$ cat src/rtl/pong_pkg.sv
// Types and screen geometry shared by the game state engine and the graphics driver.
package pong_pkg;

   localparam int PONG_HEIGHT_COUNTER_SIZE = 9;
   localparam int PONG_WIDTH_COUNTER_SIZE  = 10;
   localparam int PONG_PADDLE_1_X          = 32;
   localparam int PONG_PADDLE_2_X          = 600;
   localparam int PONG_PADDLE_Y            = 200;
   localparam int PONG_BALL_X              = 316;
   localparam int PONG_BALL_Y              = 236;
   localparam int PONG_PADDLE_WIDTH        = 8;
   localparam int PONG_PADDLE_HEIGHT       = 80;
   localparam int PONG_BALL_SIDE_SIZE      = 8;
   localparam int PONG_BORDER_PIXEL_WIDTH  = 8;
   localparam int PONG_SCREEN_WIDTH        = 640;
   localparam int PONG_SCREEN_HEIGHT       = 480;
   localparam int PONG_PADDLE_SPEED        = 4;
   localparam int PONG_BALL_SPEED          = 2;
   localparam int PONG_SERVE_DELAY_FRAMES  = 60;
   localparam int PONG_SCORE_WIDTH         = 4;

   typedef enum logic [1:0] {SERVE, PLAY, SCORED} game_state_t;
   typedef enum logic {DIR_NEG, DIR_POS} dir_t;

endpackage

$ cat src/rtl/game_state_engine_paddle_mover.sv
// One paddle: steps by SPEED on each frame tick and clamps to the playfield.
module paddle_mover #(
   parameter int POS_W    = 10,
   parameter int INIT_POS = 200,
   parameter int SPEED    = 4,
   parameter int MIN_POS  = 8,
   parameter int MAX_POS  = 392
) (
   input  logic             clk,
   input  logic             rst,
   input  logic             frame_tick,
   input  logic             up,
   input  logic             down,
   output logic [POS_W-1:0] pos
);

   localparam int SW = POS_W + 2;
   localparam logic signed [SW-1:0] L_SPEED = SW'(SPEED);
   localparam logic signed [SW-1:0] L_MIN   = SW'(MIN_POS);
   localparam logic signed [SW-1:0] L_MAX   = SW'(MAX_POS);
   localparam logic [POS_W-1:0] INIT_V = POS_W'(INIT_POS);
   localparam logic [POS_W-1:0] MIN_V  = POS_W'(MIN_POS);
   localparam logic [POS_W-1:0] MAX_V  = POS_W'(MAX_POS);

   logic [POS_W-1:0]     r_pos;
   logic signed [SW-1:0] w_cur;
   logic signed [SW-1:0] w_step;

   // Two headroom bits keep a step past zero negative instead of wrapping high.
   always_comb begin
      w_cur  = $signed({2'b00, r_pos});
      w_step = w_cur;
      if (up && !down)
         w_step = w_cur - L_SPEED;
      else if (down && !up)
         w_step = w_cur + L_SPEED;
   end

   always_ff @(posedge clk) begin
      if (rst) begin
         r_pos <= INIT_V;
      end else if (frame_tick) begin
         if (w_step < L_MIN)
            r_pos <= MIN_V;
         else if (w_step > L_MAX)
            r_pos <= MAX_V;
         else
            r_pos <= w_step[POS_W-1:0];
      end
   end

   assign pos = r_pos;

endmodule

$ cat src/rtl/game_state_engine.sv
// Pong game state: paddles, ball motion, collisions and scoring, advanced once per frame tick.
module game_state_engine
   import pong_pkg::*;
#(
   parameter int HEIGHT_COUNTER_SIZE = PONG_HEIGHT_COUNTER_SIZE,
   parameter int WIDTH_COUNTER_SIZE  = PONG_WIDTH_COUNTER_SIZE,
   parameter int INITIAL_PADDLE_1_X  = PONG_PADDLE_1_X,
   parameter int INITIAL_PADDLE_2_X  = PONG_PADDLE_2_X,
   parameter int INITIAL_PADDLE_Y    = PONG_PADDLE_Y,
   parameter int INITIAL_BALL_X      = PONG_BALL_X,
   parameter int INITIAL_BALL_Y      = PONG_BALL_Y,
   parameter int PADDLE_WIDTH        = PONG_PADDLE_WIDTH,
   parameter int PADDLE_HEIGHT       = PONG_PADDLE_HEIGHT,
   parameter int BALL_SIDE_SIZE      = PONG_BALL_SIDE_SIZE,
   parameter int BORDER_PIXEL_WIDTH  = PONG_BORDER_PIXEL_WIDTH,
   parameter int SCREEN_WIDTH        = PONG_SCREEN_WIDTH,
   parameter int SCREEN_HEIGHT       = PONG_SCREEN_HEIGHT,
   parameter int PADDLE_SPEED        = PONG_PADDLE_SPEED,
   parameter int BALL_SPEED          = PONG_BALL_SPEED,
   parameter int SERVE_DELAY_FRAMES  = PONG_SERVE_DELAY_FRAMES,
   parameter int SCORE_WIDTH         = PONG_SCORE_WIDTH
) (
   input  logic                          clk,
   input  logic                          rst,
   input  logic                          frame_tick,
   input  logic                          p1_up,
   input  logic                          p1_down,
   input  logic                          p2_up,
   input  logic                          p2_down,
   output logic [HEIGHT_COUNTER_SIZE:0]  paddle_1_pos,
   output logic [HEIGHT_COUNTER_SIZE:0]  paddle_2_pos,
   output logic [WIDTH_COUNTER_SIZE:0]   ball_pos_x,
   output logic [HEIGHT_COUNTER_SIZE:0]  ball_pos_y,
   output logic [SCORE_WIDTH-1:0]        score_1,
   output logic [SCORE_WIDTH-1:0]        score_2,
   output logic                          point_scored
);

   localparam int XW = WIDTH_COUNTER_SIZE + 1;
   localparam int YW = HEIGHT_COUNTER_SIZE + 1;
   localparam int SW = ((XW > YW) ? XW : YW) + 2;
   localparam int CW = (SERVE_DELAY_FRAMES > 2) ? $clog2(SERVE_DELAY_FRAMES) : 1;

   localparam logic signed [SW-1:0] L_SPD    = SW'(BALL_SPEED);
   localparam logic signed [SW-1:0] L_BALL   = SW'(BALL_SIDE_SIZE);
   localparam logic signed [SW-1:0] L_BORDER = SW'(BORDER_PIXEL_WIDTH);
   localparam logic signed [SW-1:0] L_BOTTOM = SW'(SCREEN_HEIGHT - BORDER_PIXEL_WIDTH);
   localparam logic signed [SW-1:0] L_RIGHT  = SW'(SCREEN_WIDTH - BORDER_PIXEL_WIDTH);
   localparam logic signed [SW-1:0] L_P1_L   = SW'(INITIAL_PADDLE_1_X);
   localparam logic signed [SW-1:0] L_P1_R   = SW'(INITIAL_PADDLE_1_X + PADDLE_WIDTH);
   localparam logic signed [SW-1:0] L_P2_L   = SW'(INITIAL_PADDLE_2_X);
   localparam logic signed [SW-1:0] L_P2_R   = SW'(INITIAL_PADDLE_2_X + PADDLE_WIDTH);
   localparam logic signed [SW-1:0] L_PH     = SW'(PADDLE_HEIGHT);

   localparam logic [XW-1:0] BALL_X0     = XW'(INITIAL_BALL_X);
   localparam logic [YW-1:0] BALL_Y0     = YW'(INITIAL_BALL_Y);
   localparam logic [YW-1:0] TOP_Y       = YW'(BORDER_PIXEL_WIDTH);
   localparam logic [YW-1:0] BOT_Y       = YW'(SCREEN_HEIGHT - 2*BORDER_PIXEL_WIDTH - BALL_SIDE_SIZE);
   localparam logic [XW-1:0] P1_BOUNCE_X = XW'(INITIAL_PADDLE_1_X + PADDLE_WIDTH);
   localparam logic [XW-1:0] P2_BOUNCE_X = XW'(INITIAL_PADDLE_2_X - BALL_SIDE_SIZE);
   localparam logic [CW-1:0] CNT_LAST    = CW'(SERVE_DELAY_FRAMES - 1);

   game_state_t          r_state;
   logic [CW-1:0]        r_cnt;
   logic [XW-1:0]        r_ball_x;
   logic [YW-1:0]        r_ball_y;
   dir_t                 r_dx;
   dir_t                 r_dy;
   logic [SCORE_WIDTH-1:0] r_score_1;
   logic [SCORE_WIDTH-1:0] r_score_2;
   logic                 r_point;

   logic signed [SW-1:0] w_cand_x, w_cand_y, w_p1_y, w_p2_y;
   logic w_top, w_bot, w_miss_l, w_miss_r, w_hit_p1, w_hit_p2;

   function automatic logic [SCORE_WIDTH-1:0] sat_inc(input logic [SCORE_WIDTH-1:0] s);
      return (&s) ? s : s + 1'b1;
   endfunction

   paddle_mover #(
      .POS_W(YW), .INIT_POS(INITIAL_PADDLE_Y), .SPEED(PADDLE_SPEED),
      .MIN_POS(BORDER_PIXEL_WIDTH), .MAX_POS(SCREEN_HEIGHT - BORDER_PIXEL_WIDTH - PADDLE_HEIGHT)
   ) u_paddle_1 (
      .clk(clk), .rst(rst), .frame_tick(frame_tick),
      .up(p1_up), .down(p1_down), .pos(paddle_1_pos)
   );

   paddle_mover #(
      .POS_W(YW), .INIT_POS(INITIAL_PADDLE_Y), .SPEED(PADDLE_SPEED),
      .MIN_POS(BORDER_PIXEL_WIDTH), .MAX_POS(SCREEN_HEIGHT - BORDER_PIXEL_WIDTH - PADDLE_HEIGHT)
   ) u_paddle_2 (
      .clk(clk), .rst(rst), .frame_tick(frame_tick),
      .up(p2_up), .down(p2_down), .pos(paddle_2_pos)
   );

   // Collisions are judged on the candidate position against the paddles as they were before this tick.
   assign w_cand_x = (r_dx == DIR_POS) ? $signed({{(SW-XW){1'b0}}, r_ball_x}) + L_SPD
                                       : $signed({{(SW-XW){1'b0}}, r_ball_x}) - L_SPD;
   assign w_cand_y = (r_dy == DIR_POS) ? $signed({{(SW-YW){1'b0}}, r_ball_y}) + L_SPD
                                       : $signed({{(SW-YW){1'b0}}, r_ball_y}) - L_SPD;
   assign w_p1_y   = $signed({{(SW-YW){1'b0}}, paddle_1_pos});
   assign w_p2_y   = $signed({{(SW-YW){1'b0}}, paddle_2_pos});

   assign w_top    = (w_cand_y <= L_BORDER);
   assign w_bot    = (w_cand_y + L_BALL >= L_BOTTOM);
   assign w_miss_l = (w_cand_x <= L_BORDER);
   assign w_miss_r = (w_cand_x + L_BALL >= L_RIGHT);
   assign w_hit_p1 = !w_miss_l && !w_miss_r && (r_dx == DIR_NEG)
                     && (w_cand_x < L_P1_R) && (w_cand_x + L_BALL > L_P1_L)
                     && (w_cand_y < w_p1_y + L_PH) && (w_cand_y + L_BALL > w_p1_y);
   assign w_hit_p2 = !w_miss_l && !w_miss_r && (r_dx == DIR_POS)
                     && (w_cand_x < L_P2_R) && (w_cand_x + L_BALL > L_P2_L)
                     && (w_cand_y < w_p2_y + L_PH) && (w_cand_y + L_BALL > w_p2_y);

   always_ff @(posedge clk) begin
      if (rst) begin
         r_state   <= SERVE;
         r_cnt     <= '0;
         r_ball_x  <= BALL_X0;
         r_ball_y  <= BALL_Y0;
         r_dx      <= DIR_POS;
         r_dy      <= DIR_POS;
         r_score_1 <= '0;
         r_score_2 <= '0;
         r_point   <= 1'b0;
      end else begin
         r_point <= 1'b0;
         case (r_state)
            SERVE: begin
               if (frame_tick) begin
                  if (r_cnt == CNT_LAST) begin
                     r_cnt   <= '0;
                     r_state <= PLAY;
                  end else begin
                     r_cnt <= r_cnt + 1'b1;
                  end
               end
            end
            PLAY: begin
               if (frame_tick) begin
                  if (w_top) begin
                     r_ball_y <= TOP_Y;
                     r_dy     <= DIR_POS;
                  end else if (w_bot) begin
                     r_ball_y <= BOT_Y;
                     r_dy     <= DIR_NEG;
                  end else begin
                     r_ball_y <= w_cand_y[YW-1:0];
                  end
                  if (w_hit_p1) begin
                     r_ball_x <= P1_BOUNCE_X;
                     r_dx     <= DIR_POS;
                  end else if (w_hit_p2) begin
                     r_ball_x <= P2_BOUNCE_X;
                     r_dx     <= DIR_NEG;
                  end else begin
                     r_ball_x <= w_cand_x[XW-1:0];
                  end
                  if (w_miss_l) begin
                     r_score_2 <= sat_inc(r_score_2);
                     r_state   <= SCORED;
                  end else if (w_miss_r) begin
                     r_score_1 <= sat_inc(r_score_1);
                     r_state   <= SCORED;
                  end
               end
            end
            SCORED: begin
               // The ball still sits on the side it left through, which names the conceding player.
               r_dx     <= (r_ball_x < BALL_X0) ? DIR_NEG : DIR_POS;
               r_point  <= 1'b1;
               r_ball_x <= BALL_X0;
               r_ball_y <= BALL_Y0;
               r_state  <= SERVE;
            end
            default: r_state <= SERVE;
         endcase
      end
   end

   assign ball_pos_x   = r_ball_x;
   assign ball_pos_y   = r_ball_y;
   assign score_1      = r_score_1;
   assign score_2      = r_score_2;
   assign point_scored = r_point;

endmodule

$ cat config.mk
export PLATFORM = sky130hd
export DESIGN_NAME = game_state_engine
export DESIGN_NICKNAME = d
export VERILOG_FILES = /design/src/rtl/pong_pkg.sv /design/src/rtl/game_state_engine_paddle_mover.sv /design/src/rtl/game_state_engine.sv
export SDC_FILE = /design/constraint.sdc
export NUM_CORES = 1
export LEC_CHECK = 0
export BUFFER_PORTS_ARGS = -buffer_cell sky130_fd_sc_hd__buf_2
export CORE_MARGIN = 1
export CORE_UTILIZATION = 57
export CTS_CLUSTER_SIZE = 12
export DETAILED_ROUTE_END_ITERATION = 8
export PLACE_DENSITY = 0.83
export SLEW_MARGIN = 20
export SYNTH_ARGS = -nofsm -noshare
export SYNTH_HDL_FRONTEND = slang
export SYNTH_HIERARCHICAL = 1
export SYNTH_SLANG_ARGS = --single-unit
$ cat constraint.sdc
create_clock -name clk -period 4.63 [get_ports clk]
set_input_delay 0.463 -clock clk [delete_from_list [all_inputs] [get_ports clk]]
set_output_delay 0.463 -clock clk [all_outputs]
set_load 0.02 [all_outputs]
* Word level (Yosys, flattened, before mapping)
Cells that the tools add are included.
** Storage, ports and cells
- Input bits :: 7
- Output and inout port bits :: 50
- Word-level logic and storage cells :: 121
- Bits in registers :: 60
** Operators by class
- Reduce and logical (&&, ||, !) cells :: 33
- Equal/unequal tests :: 8
- Add/sub/neg operators :: 15
- Magnitude comparators :: 17
- Mux-type cells :: 33
- Bitwise operators :: 4
** Operator list (number)
- $mux 10 :: 7
- $mux 12 :: 4
- $mux 11 :: 3
- $add 13x5->13 const B :: 2
- $gt 13x11->1 :: 2
- $le 13x5->1 const B :: 2
- $lt 13x12->1 :: 2
- $mux 13 :: 2
- $gt 12x10->1 const B :: 2
- $lt 12x5->1 const B :: 2
- $add 10x3->11 const B :: 2
- $add 10x7->11 const B :: 2
- $pmux 11 s2 :: 1
- $sub 10x3->11 const B :: 2
- $pmux 10 s2 :: 1
- $reduce_and 4->1 :: 4
- $logic_and 1x1->1 :: 15
- $ge 13x10->1 const B :: 1
- $ge 13x11->1 const B :: 1
- $gt 13x11->1 const B :: 1
- $gt 13x7->1 const B :: 1
- $lt 13x11->1 const B :: 1
- $lt 13x7->1 const B :: 1
- $add 11x2->12 const B :: 1
- 23 further kinds :: 48

* Longest topological paths before layout
- Depth in word-level cells :: 15
- Depth in mapped cells :: 20
- Gate-level depth less buffers :: 19

* Cells and area by module
The synthesis kept the hierarchy.
** Modules (own cells, without submodules)
- game_state_engine :: seq. area each 760.7 um2, area an instance 3898.7 um2, times used 1, cells each 499
- paddle_mover :: seq. area each 160.2 um2, area an instance 897.1 um2, times used 2, cells each 107

* Least setup slack after synthesis
No wires, ideal clock.
- Path kind :: register -> register
- From :: register r_ball_y[1] (netlist: ball_pos_y[1])
- To :: register r_ball_x[2] (netlist: ball_pos_x[2])
- Arrival time :: 4051 ps
- Slack :: 497 ps
- Buffers on the path :: 1
- Clock period less this slack :: 4133 ps
- Required time :: 4547 ps
- Setup time :: 83 ps
- Stages on the path, launching flop included :: 21
- Path through :: dfxtp_1 inv_1 ha_1 mux2i_1 xnor2_1 ha_1 inv_1 xnor3_1 nor3_1 xnor2_1 ha_1 nand3_1 nor3_1 o21ai_0 o21ai_0 a2111oi_0 nor3_1 o31ai_1 buf_2 nand3_1 o221ai_1
** Between the ends
- Longest elaborated chain between the ends :: 9
- Elaborated cells between the ends (all ways) :: 16
- Classes of those cells :: add/sub (3); order compare (4); mux (5); reduce/logical (4)
** RTL lines
- start, declared :: RTL line game_state_engine.sv:66 : logic [YW-1:0] r_ball_y;
- start signal, assigned :: RTL line game_state_engine.sv:148 : r_ball_y <= w_cand_y[YW-1:0];
- $sub 10x2->11 or $add 10x2->11 (tied branches) :: RTL line game_state_engine.sv:100, game_state_engine.sv:99
- $mux 13 (*) :: RTL line game_state_engine.sv:99 : assign w_cand_y = (r_dy == DIR_POS) ? $signed({{(SW-YW){1'b0}}, r_ball_y}) + L_SPD
- $add 13x5->13 or $lt 13x12->1 (tied branches) :: RTL line game_state_engine.sv:110, game_state_engine.sv:113
- $gt 13x11->1 or $logic_and 1x1->1 (tied branches) :: RTL line game_state_engine.sv:113 : && (w_cand_y < w_p2_y + L_PH) && (w_cand_y + L_BALL > w_p2_y);
- $logic_and 1x1->1 :: RTL line game_state_engine.sv:113
- $mux 11 :: RTL line game_state_engine.sv:153 : end else if (w_hit_p2) begin
- $mux 11 (*) :: RTL line game_state_engine.sv:150 : if (w_hit_p1) begin
- $mux 11 (*) :: RTL line game_state_engine.sv:140 : if (frame_tick) begin
- $pmux 11 s2 (*) :: RTL line game_state_engine.sv:128 : case (r_state)
- end signal, assigned :: RTL line game_state_engine.sv:157 : r_ball_x <= w_cand_x[XW-1:0];
- end, declared :: RTL line game_state_engine.sv:65 : logic [XW-1:0] r_ball_x;
Every way passes the cells marked *; elsewhere a longest branch is shown, timed or not. The select of a mux whose other input is x is not followed.
A chain may end at the register's enable or synchronous reset.

* Worst setup path after layout
- From :: register r_dy
- To :: register r_dx
** Between the ends
- Longest elaborated chain between the ends :: 7
- Elaborated cells between the ends (all ways) :: 15
- Classes of those cells :: add/sub (1); order compare (4); eq/ne (1); mux (4); reduce/logical (5)
** RTL lines
- start, declared :: RTL line game_state_engine.sv:68 : dir_t r_dy;
- start signal, assigned :: RTL line game_state_engine.sv:122 : r_dy <= DIR_POS;
- start signal, assigned :: RTL line game_state_engine.sv:143 : r_dy <= DIR_POS;
- start signal, assigned :: RTL line game_state_engine.sv:146 : r_dy <= DIR_NEG;
- $mux 13 (*) :: RTL line game_state_engine.sv:99
- $add 13x5->13 or $lt 13x12->1 (tied branches) :: RTL line game_state_engine.sv:110, game_state_engine.sv:113
- $gt 13x11->1 or $logic_and 1x1->1 (tied branches) :: RTL line game_state_engine.sv:110 : && (w_cand_y < w_p1_y + L_PH) && (w_cand_y + L_BALL > w_p1_y);
- $logic_and 1x1->1 :: RTL line game_state_engine.sv:110
- $mux 1 :: RTL line game_state_engine.sv:150
- $mux 1 :: RTL line game_state_engine.sv:140
- $pmux 1 s2 :: RTL line game_state_engine.sv:128
- end signal, assigned :: RTL line game_state_engine.sv:170 : r_dx <= (r_ball_x < BALL_X0) ? DIR_NEG : DIR_POS;
- end, declared :: RTL line game_state_engine.sv:67 : dir_t r_dx;
Marks and branches as above.

==> impl_metrics.xml <==
<?xml version="1.0" encoding="UTF-8"?>
<metrics>
  <group name="place">
    <metric name="io_buffer_count" unit="">50</metric>
    <metric name="gpl.final_weighted_congestion" unit="">0.9626</metric>
    <metric name="detailed_place_hpwl" unit="mm">10.84</metric>
    <metric name="detailed_place.area" unit="mm²">0.005871</metric>
  </group>
  <group name="setup_path">
    <metric name="cp_data_required_time" unit="ns">4.83</metric>
    <metric name="ff2ff_path_depth" unit="">19</metric>
    <metric name="critical_path.startpoint_type" unit="">flop</metric>
    <metric name="top_fanout_value_on_the_critical_path" unit="">11</metric>
    <metric name="rrSetupSlack" unit="ns">0.27</metric>
    <metric name="crit_path_end_kind" unit="">flop</metric>
    <metric name="setup.worst_path.class" unit="">reg2reg</metric>
    <metric name="cp_data_arrival_time" unit="ns">4.55</metric>
  </group>
  <group name="outcome">
    <metric name="outcome" unit="">complete, no violations</metric>
  </group>
  <group name="routing">
    <metric name="routed_wire_length" unit="mm">14.60</metric>
    <metric name="post_drt_wl_per_cell" unit="µm">16.59</metric>
    <metric name="detail_route.iter0.violations" unit="">316</metric>
    <metric name="vias_per_cell" unit="">6.336</metric>
    <metric name="antenna_viol_nets_final" unit="">0</metric>
    <metric name="detail_route.drc_violations" unit="">0</metric>
    <metric name="drt-pass1-iter-count" unit="">4</metric>
    <metric name="num_vias" unit="">5576</metric>
  </group>
  <group name="global_routing">
    <metric name="grt_max_degree" unit="">35</metric>
    <metric name="grt_first_pass_wirelength" unit="mm">24.21</metric>
    <metric name="groute.usage.overall" unit="">0.2856</metric>
    <metric name="globalRouteOverflowTotal" unit="">0</metric>
    <metric name="via_count_of_the_first_global_routing_pass" unit="">5159</metric>
    <metric name="number_of_antenna_violations_at_the_first_check_in_global_routing" unit="">0</metric>
  </group>
  <group name="layout">
    <metric name="final_util" unit="">0.6223</metric>
    <metric name="layout.cells.most_common_list" unit="">inv_1 (53), nor2_1 (52), dfxtp_1 (52)</metric>
    <metric name="layout.cells.most_common" unit="">inv_1</metric>
    <metric name="antenna_cells_inserted" unit="">0</metric>
    <metric name="final_design_instance_area_without_fill" unit="mm²">0.006055</metric>
    <metric name="post_route_cells_drive_above_1_share" unit="">0.1754</metric>
    <metric name="fill_cells" unit="">851</metric>
    <metric name="syn_to_final_growth" unit="%">6.352</metric>
    <metric name="nNetsFinal" unit="">803</metric>
  </group>
  <group name="timing">
    <metric name="worst_clock_skew" unit="ns">0.005616</metric>
    <metric name="fin_crit_sh" unit="">0.9409</metric>
    <metric name="timing_max_transition_violations_final" unit="">0</metric>
    <metric name="min_period" unit="ns">4.357</metric>
    <metric name="maxClockFrequency" unit="GHz">0.2295</metric>
    <metric name="fin_tns_setup" unit="ns">0</metric>
    <metric name="max_transition_margin" unit="">0.5293</metric>
    <metric name="worst_slew_pin_slew" unit="ns">0.7035</metric>
    <metric name="hold_viol_final" unit="">0</metric>
    <metric name="setup_viol_count_final" unit="">0</metric>
  </group>
  <group name="yosys">
    <metric name="synthesis.instances" unit="">713</metric>
    <metric name="synth.top_cells.by_area" unit="">dfxtp_1 (19%), ha_1 (11%), xnor2_1 (4.2%), inv_1 (3.5%), nor2_1 (3.5%)</metric>
    <metric name="synth.yosys.warnings" unit="">6</metric>
    <metric name="avgSynthCellArea" unit="µm²">7.985</metric>
    <metric name="yosys_register_bits" unit="">54</metric>
    <metric name="synth_top_area_share" unit="">0.1899</metric>
    <metric name="synth_ff_type" unit="">dfxtp_1</metric>
    <metric name="synth_top_cell_by_area" unit="">dfxtp_1</metric>
    <metric name="synthArstFlopShare" unit="">0</metric>
    <metric name="synth_cell_types" unit="">89</metric>
    <metric name="share_of_the_yosys_chip_area_belonging_to_registers" unit="">0.1899</metric>
    <metric name="synth.cell_area" unit="mm²">0.005693</metric>
    <metric name="synth-edff-count" unit="">0</metric>
  </group>
  <group name="floorplan">
    <metric name="coreArea" unit="mm²">0.009729</metric>
    <metric name="boundaryPins" unit="">57</metric>
    <metric name="fp.dieW" unit="µm">101.9</metric>
    <metric name="fp.dieArea" unit="mm²">0.01039</metric>
    <metric name="start_util" unit="">0.5851</metric>
    <metric name="die_y" unit="µm">101.9</metric>
    <metric name="num_rows" unit="">36</metric>
  </group>
  <group name="cts">
    <metric name="cts.path.max_buffers" unit="">2</metric>
    <metric name="worst_skew_pair.late_latency" unit="ns">0.33</metric>
    <metric name="cts.htree.levels" unit="">2</metric>
    <metric name="tritoncts" unit="">yes</metric>
    <metric name="cts_inserted_buffers" unit="">5</metric>
    <metric name="clock_tree.root_cell" unit="">clkbuf_8</metric>
    <metric name="cts.sinks" unit="">54</metric>
    <metric name="cts.reportedPaths.clkPinSlew" unit="ns">0.11</metric>
  </group>
  <group name="min_path">
    <metric name="holdPathStages" unit="">2</metric>
    <metric name="worstHoldPathType" unit="">reg2reg</metric>
  </group>
  <group name="power_and_ir_drop">
    <metric name="fin_total_pwr" unit="W">0.0009864</metric>
    <metric name="power.net_switching" unit="W">0.0003258</metric>
    <metric name="leakagePower" unit="nW">2.435</metric>
    <metric name="power.ir.vdd_worst" unit="mV">0.1215</metric>
    <metric name="clock_power_share" unit="">0.303</metric>
    <metric name="power.share.combinational" unit="">0.187</metric>
    <metric name="power_frac_seq" unit="">0.510</metric>
    <metric name="power_switching_share" unit="">0.3303</metric>
    <metric name="power-per-cell-area" unit="mW/mm²">162.9</metric>
    <metric name="cell_internal_pwr" unit="W">0.0006607</metric>
  </group>
  <group name="run">
    <metric name="max_cap_violations" unit="">0</metric>
  </group>
</metrics>
[repair_timing]
item,4_1_cts,5_1_grt
resized for setup,0,13
setup buffers,0,5
setup endpoints to repair,0,11
hold buffers,0,0
[power by group through the flow]
stage | Sequential [W] | Clock (W) | Combinational [W]
detailed placement | 0.000514 | 0 | 0.000181
finish | 0.000503 | 0.000299 | 0.000184
global route | 0.000507 | 0.000314 | 0.000205
floorplan | 0.000512 | 0 | 0.000146
CTS | 0.000503 | 0.000299 | 0.000182
global placement | 0.000512 | 0 | 0.000174
[cell families (layout without fill, tap and decap cells)]
family / Yosys count / in the layout / share of synthesized area
XOR/XNOR: 39 / 39 / 0.06242
adder cells (fa/ha/maj): 50 / 50 / 0.1099
AND/OR/NAND/NOR: 286 / 286 / 0.2886
buffers and inverters: 92 / 123 / 0.08813
AO/OA/AOI/OAI: 171 / 171 / 0.2268
multiplexers: 18 / 18 / 0.03231
flip-flops: 54 / 54 / 0.1899
other: 3 / 6 / 0.001978
[synthesized netlist by cell type, drive strengths merged, types with 5 or more instances]
cell and count:
o21a 9, nor2 57, a211oi 7, and2 7, a211o 9, nor4 7
ha 50, buf 25, and3 9, nand3b 9, clkbuf 13, nand3 26
xor2 11, nand2 50, o22ai 8, a31oi 10, nor3 29, or3 19
a21o 6, or4 15, and4 7, o211ai 5, dfxtp 54, nand4 15
o2111ai 8, xnor2 27, mux2i 15, nand2b 12, nor2b 7, o31ai 8
o21ai 30, a21oi 31, inv 53
[metal layers]
metal	part of all wire	track usage	wire length [µm]
met1	0.43	0.3794	6343
met2	0.47	0.4558	6822
met3	0.066	0.04583	958
met4	0.033	0.1286	476
met5	0	0	0
[cell type report]
class | instances | area (µm²) | share of cell area
tap | 133 | 166.4 | 0.02749
inverter | 53 | 198.9 | 0.03286
timing repair buffer | 62 | 340.3 | 0.05621
multi-input combinational | 570 | 4165 | 0.6880
clock inverter | 3 | 28.78 | 0.004753
clock buffer | 5 | 68.82 | 0.01137
sequential | 54 | 1086 | 0.1794
[critical path: stages, from the launching register on]
cell and delay [ns]:
dfxtp_1 0.56, nor4_2 0.12, nor3_1 0.42, nor2_2 0.16, ha_1 0.24, inv_1 0.14
xnor3_2 0.42, nor3_4 0.24, xnor2_1 0.18, ha_1 0.29, nand3_1 0.12, nor3_1 0.07
o21ai_0 0.08, o21ai_0 0.11, a2111oi_1 0.30, nor3_1 0.11, o31ai_1 0.24, buf_4 0.22
buf_4 0.13, o221ai_1 0.10
[path summary, 6_finish.rpt]
path                           start                 endpoint
max                r_dy$_SDFFE_PP1P_        r_dx$_SDFFE_PP1P_
min reg2reg  score_2[3]$_SDFFE_PP0P_  score_2[3]$_SDFFE_PP0P_
min          score_2[3]$_SDFFE_PP0P_  score_2[3]$_SDFFE_PP0P_
max reg2reg        r_dy$_SDFFE_PP1P_        r_dx$_SDFFE_PP1P_
[metrics by stage]
step	cells	setup WS, ns	hold slack [ns]
after floorplan	716	0.4966	0.4689
after global placement	867	0.2056	0.4826
after detailed placement	867	0.04790	0.4999
after CTS	875	0.0001865	0.5156
after global routing	880	-0.06064	0.5468
final	880	0.2735	0.5114
[flip-flops by register name (all words and copies together), names as in the netlist]
register,flops
ball_pos_x,10
ball_pos_y,9
u_paddle_1/pos,8
u_paddle_2/pos,8
r_cnt,6
score_1,4
score_2,4
r_state,2
point_scored,1
r_dx,1
r_dy,1
Power figures use the tool's default switching activity.
